**src/rtl/usart_tx_sched.sv**
```systemverilog
// ---------------------------------------------------------------------------
// usart_tx_sched
//
// Transmit scheduler for the USART TX path. Two byte sources are arbitrated
// round-robin. The winning byte is latched onto PISO_D, and the external
// parallel-in/serial-out frame shifter is then sequenced with one load strobe
// followed by one shift-enable strobe per bit period, for FRAME_BITS bit
// periods (start bit, 8 data bits, STOP_BITS stop bits).
//
// Parameters
//   CLKS_PER_BIT : clock cycles per serial bit period (2..65535)
//   STOP_BITS    : number of stop bits (1 or 2)
//
// Ports
//   CLK        in   system clock, rising edge
//   CLR        in   asynchronous active-low reset
//   EN         in   allows new grants; a running frame always completes
//   REQ0/REQ1  in   source request, held until the matching ACK
//   DATA0/1    in   source byte, stable while its REQ is high
//   ACK0/ACK1  out  one-cycle accept pulse for the granted source
//   PISO_D     out  latched byte, constant for the whole frame
//   PISO_LOAD  out  one-cycle load strobe to the PISO
//   PISO_CE    out  one-cycle shift enable, once per bit period
//   GRANT_ID   out  source of the current or last frame
//   BUSY       out  frame in progress (LOAD or SHIFT)
//   DONE       out  one-cycle pulse on the final shift enable
//
// All outputs come straight from flops; there is no combinational path from
// any input to any output.
// ---------------------------------------------------------------------------
module usart_tx_sched #(
    parameter int CLKS_PER_BIT = 16,
    parameter int STOP_BITS    = 1
) (
    input  logic       CLK,
    input  logic       CLR,
    input  logic       EN,
    input  logic       REQ0,
    input  logic [7:0] DATA0,
    input  logic       REQ1,
    input  logic [7:0] DATA1,
    output logic       ACK0,
    output logic       ACK1,
    output logic [7:0] PISO_D,
    output logic       PISO_LOAD,
    output logic       PISO_CE,
    output logic       GRANT_ID,
    output logic       BUSY,
    output logic       DONE
);

    localparam int FRAME_BITS = 9 + STOP_BITS;
    localparam int BAUD_W     = (CLKS_PER_BIT > 1) ? $clog2(CLKS_PER_BIT) : 1;

    localparam logic [BAUD_W-1:0] BAUD_LAST = BAUD_W'(CLKS_PER_BIT - 1);
    localparam logic [3:0]        BIT_LAST  = 4'(FRAME_BITS - 1);

    typedef enum logic [1:0] {
        IDLE  = 2'd0,
        LOAD  = 2'd1,
        SHIFT = 2'd2
    } state_t;

    state_t            state, state_nxt;
    logic              pri, pri_nxt;
    logic [BAUD_W-1:0] baud_cnt, baud_nxt;
    logic [3:0]        bit_cnt, bit_nxt;
    logic              winner;

    logic       ack0_nxt, ack1_nxt, load_nxt, ce_nxt, done_nxt, gid_nxt;
    logic [7:0] piso_d_nxt;

    // Round-robin pick: a lone requester always wins; on a tie the pointer
    // decides which source is favoured.
    function automatic logic arbitrate(input logic r0, input logic r1,
                                       input logic p);
        if (r0 && r1) return p;
        return r1;
    endfunction

    // --------------------------------------------------------------------
    // State and control registers
    // --------------------------------------------------------------------
    always_ff @(posedge CLK or negedge CLR) begin
        if (!CLR) begin
            state    <= IDLE;
            pri      <= 1'b0;
            baud_cnt <= '0;
            bit_cnt  <= '0;
        end else begin
            state    <= state_nxt;
            pri      <= pri_nxt;
            baud_cnt <= baud_nxt;
            bit_cnt  <= bit_nxt;
        end
    end

    // --------------------------------------------------------------------
    // Next-state and next-output logic
    // --------------------------------------------------------------------
    always_comb begin
        state_nxt  = state;
        pri_nxt    = pri;
        baud_nxt   = baud_cnt;
        bit_nxt    = bit_cnt;
        winner     = 1'b0;
        ack0_nxt   = 1'b0;
        ack1_nxt   = 1'b0;
        load_nxt   = 1'b0;
        ce_nxt     = 1'b0;
        done_nxt   = 1'b0;
        gid_nxt    = GRANT_ID;
        piso_d_nxt = PISO_D;

        unique case (state)
            IDLE: begin
                if (EN && (REQ0 || REQ1)) begin
                    winner     = arbitrate(REQ0, REQ1, pri);
                    state_nxt  = LOAD;
                    pri_nxt    = ~winner;
                    gid_nxt    = winner;
                    piso_d_nxt = winner ? DATA1 : DATA0;
                    ack0_nxt   = ~winner;
                    ack1_nxt   = winner;
                    load_nxt   = 1'b1;
                    baud_nxt   = '0;
                    bit_nxt    = '0;
                end
            end

            // The baud counter already runs during the load cycle, so the
            // first shift enable lands exactly one bit period after the load.
            LOAD: begin
                state_nxt = SHIFT;
                baud_nxt  = baud_cnt + BAUD_W'(1);
            end

            SHIFT: begin
                // DONE is high in the cycle of the last shift enable; the
                // frame is released on the following edge.
                if (DONE) begin
                    state_nxt = IDLE;
                end else if (baud_cnt == BAUD_LAST) begin
                    baud_nxt = '0;
                    bit_nxt  = bit_cnt + 4'd1;
                    ce_nxt   = 1'b1;
                    done_nxt = (bit_cnt == BIT_LAST);
                end else begin
                    baud_nxt = baud_cnt + BAUD_W'(1);
                end
            end

            default: state_nxt = IDLE;
        endcase
    end

    // --------------------------------------------------------------------
    // Registered outputs
    // --------------------------------------------------------------------
    always_ff @(posedge CLK or negedge CLR) begin
        if (!CLR) begin
            ACK0      <= 1'b0;
            ACK1      <= 1'b0;
            PISO_LOAD <= 1'b0;
            PISO_CE   <= 1'b0;
            DONE      <= 1'b0;
            GRANT_ID  <= 1'b0;
            PISO_D    <= 8'h00;
        end else begin
            ACK0      <= ack0_nxt;
            ACK1      <= ack1_nxt;
            PISO_LOAD <= load_nxt;
            PISO_CE   <= ce_nxt;
            DONE      <= done_nxt;
            GRANT_ID  <= gid_nxt;
            PISO_D    <= piso_d_nxt;
        end
    end

    // BUSY is a decode of the state flop only.
    assign BUSY = (state != IDLE);

endmodule

```
**config.mk**
```make
export PLATFORM = sky130hd
export DESIGN_NAME = usart_tx_sched
export DESIGN_NICKNAME = d
export VERILOG_FILES = /design/src/rtl/usart_tx_sched.sv
export SDC_FILE = /design/constraint.sdc
export NUM_CORES = 1
export LEC_CHECK = 0
export BUFFER_PORTS_ARGS = -buffer_cell sky130_fd_sc_hd__buf_2
export CORE_ASPECT_RATIO = 1.2
export CORE_MARGIN = 2
export CORE_UTILIZATION = 50
export CTS_BUF_LIST = sky130_fd_sc_hd__clkbuf_8
export DETAILED_ROUTE_END_ITERATION = 10
export GPL_TIMING_DRIVEN = 0
export PLACE_DENSITY = 0.76
export SYNTH_ARGS = -nofsm -noshare
export SYNTH_HDL_FRONTEND = slang
export SYNTH_SLANG_ARGS = --single-unit
```
**constraint.sdc**
```tcl
create_clock -name CLK -period 2.1 [get_ports CLK]
set_input_delay 0.42 -clock CLK [delete_from_list [all_inputs] [get_ports CLK]]
set_output_delay 0.42 -clock CLK [all_outputs]
set_load 0.01 [all_outputs]
```
==> key figures <==
Pwr
  • Maximum VDD drop: 0.6624 mV
  • Leak pwr: around 0.8 nW
  • Pwr Total: 1.837 mW
  • Pwr dens: 1105 nW/um^2

Run status
  • Outcome: finished clean

Final layout
  • Ant diodes: 0
  • Layout cells sized above 1: 29.71%
  • Layout area overhead: 18.77%
  • Commonest non-fill, non-tap cell in the layout: buf_2
  • Design area: 1663 sq um
  • Most frequent cells in the layout: buf_2 (38), dfrtp_1 (25), nor2_1 (12)
  • Fill cells: 250
  • Final #Nets: between 200 and 250

Yosys
  • Synth warn: 0
  • Synth top area share: between 40 and 50%
  • Area contributors post-synth: dfrtp_1 (45%), ha_1 (6.3%), nand3b_1 (4.8%)
  • Avg Cell Area, Syn: 10.29 sq um
  • Number of synthesized register bits: 25
  • Main synth FF type: dfrtp_1
  • Syn nets: 164
  • EDFF count, synth: 0
  • Cell taking the most area after synthesis: dfrtp_1
  • Mapped Area: 1400 sq um
  • Synth async-reset ratio: 100.0%
  • Sequential share of the synthesized area: 44.68%
  • Synth Instances: 136
  • Synth unique cells: 43

Detailed routing
  • DRC viols: 0
  • DRT iter0 DRCs: 44
  • Antenna viol nets, final: 0
  • Via density: approximately 5.9
  • Drt total wl: 3101 microns
  • First-pass DRT Iterations: 4
  • Via count: around 1200
  • Wire length per cell: 14.84 microns

Floorplan
  • Die Height: 61.97 microns
  • Row count: 21
  • Core Region: 2733 sq um
  • Starting density of the core: 51.24%
  • Die width: approximately 52 microns
  • Die Area: 3241 sq um
  • I/O pins: 36

STA
  • Fin Clk Skew: roughly 0.0021 ns
  • Hold Violations, Final: 0
  • Max-Slew Margin vs Limit: 63.76%
  • Endpoints failing setup: 0
  • Final worst path period share: 88.14%
  • Final min period: 1.851 ns
  • Setup_tns: 0 ns
  • Fmax: roughly 540 MHz
  • Slew Limit Fails: 0
  • Worst-Margin Slew: roughly 0.54 ns
  • RSZ-0062 raised after global routing: no

Global routing
  • Largest net degree at the start of global routing: 26
  • First-pass GRT wire length: between 5000 and 6000 microns
  • All-Layer GR Usage: 21.98%
  • Remaining global-route overflow: 0
  • Vias in the first global route: 1213
  • Initial antenna violation count: 0

Clock network
  • CTS sink cnt: 25
  • Post_cts resized: 0
  • CTS root buffer: clkbuf_8
  • Setup Buffers After CTS: 0
  • Num CTS Buffers: 3
  • Worst-case clock buffer depth: 2
  • CTS tree: built
  • Clk pin slew, worst setup/hold paths: approximately 0.090 ns
  • H-tree levels: 1
  • Worst-Skew Late Latency: 0.27 ns
  • Hold buffer count at CTS: 0

Critical path
  • Crit path kind: reg -> out
  • Critical path peak fanout: 10
  • Critical path data arrival time: about 1.4 ns
  • Reg-to-Reg Start: state[0]$_DFFE_PN0P_
  • Critical Path RT: 1.68 ns
  • Flop2flop setup slack: 0.35 ns
  • FF-to-FF path depth: 6
  • Crit path capture type: output pin
  • Worst r2r dst: baud_cnt[1]$_DFFE_PN0P_
  • Critical path launch point type: flop

Job
  • Maxcap violations: 0

Placed design
  • Post-place instance area: 1618 sq um
  • Port bufs: 35
  • Post-DP HPWL: 2359 microns
  • GP Congestion: 0.8314

Hold path
  • Hold WC Path Type: in -> async
-- state kept, by name (all words and copies together) (netlist names) --
register and cells:
GRANT_ID 1, PISO_LOAD 1, DONE 1, ACK0 1, PISO_D 8, baud_cnt 4
ACK1 1, pri 1, state 2, PISO_CE 1, bit_cnt 4
-- area by class of cell --
class                   count  area (sq um)  share of cell area, %
multi-input cells          99         718.2                  43.19
plain buffers               5         30.03                  1.806
repair buffers             35         175.2                  10.53
inverters                   7         26.28                  1.580
flip-flops and latches     25         625.6                  37.62
well taps                  34         42.54                  2.558
clock buffers               3         41.29                  2.483
clock inverters             1         3.754                 0.2257
-- synth_stat cells, types with 2 or more instances --
master	count
dfrtp_1	25
nor2_1	12
o21ai_0	11
nand3b_1	9
a31oi_1	8
ha_1	7
inv_1	6
nand3_1	6
a21oi_1	4
buf_2	3
nand2_1	3
nand2b_1	3
o21a_1	3
a21o_1	2
and3_1	2
buf_4	2
mux2_2	2
nor2b_1	2
o211ai_1	2
-- critical path: stages, from the launching register on --
cell and delay, ns:
dfrtp_1 0.39, inv_1 0.09, ha_1 0.21, buf_4 0.18, inv_1 0.13, buf_2 0.15
-- through the flow --
step | std cells | hold slack, ns | worst slack [ns] | utilization, %
2_1_floorplan | 136 | 0.1244 | 0.5324 | -
3_3_place_gp | 205 | 0.4322 | 0.4286 | 59.20
3_5_place_dp | 205 | 0.4397 | 0.3878 | 59.20
4_1_cts | 209 | 0.1416 | 0.2576 | 60.85
5_1_grt | 209 | 0.1687 | 0.1598 | 60.85
6_report | 209 | 0.1201 | 0.2491 | 60.85
-- how the worst max path moves through the flow --
stage	depth (start not counted)	slack [ns]	startpoint	endpoint
floorplan	6	0.53	state[0]$_DFFE_PN0P_	baud_cnt[1]$_DFFE_PN0P_
global placement	6	0.43	state[0]$_DFFE_PN0P_	baud_cnt[1]$_DFFE_PN0P_
finish	5	0.25	state[0]$_DFFE_PN0P_	BUSY
global route	5	0.16	state[0]$_DFFE_PN0P_	BUSY
detailed placement	6	0.39	state[0]$_DFFE_PN0P_	baud_cnt[1]$_DFFE_PN0P_
CTS	5	0.26	state[0]$_DFFE_PN0P_	BUSY
-- cell families after synthesis --
kind of cell               after synthesis  share of synthesized area [%]
and+or+nand+nor                         46                          20.64
buffers and inverters                   12                          4.020
DFF                                     25                          44.68
adders and majority gates                7                          6.255
AOI/OAI and AO/OA                       44                          22.79
muxes                                    2                          1.608
-- power breakdown --
group	total (mW)	switching [mW]	internal [mW]
Clock	0.287	0.155	0.131
Combinational	0.808	0.460	0.348
Sequential	0.743	0.106	0.637
Total	1.84	0.721	1.12
-- metal layers --
| metal | GRT usage (%) | vias to the layer above | routed length, microns | part of all wire, % |
|---|---|---|---|---|
| li1 | - | 592 | - | - |
| met1 | 28.22 | 598 | 1305 | 42 |
| met5 | 0 | - | 0 | 0 |
| met2 | 39.82 | 45 | 1619 | 52 |
| met3 | 2.153 | 2 | 152 | 4.9 |
| met4 | 5.495 | 0 | 24 | 0.77 |
Note: power is estimated with default switching activity, not from simulation.
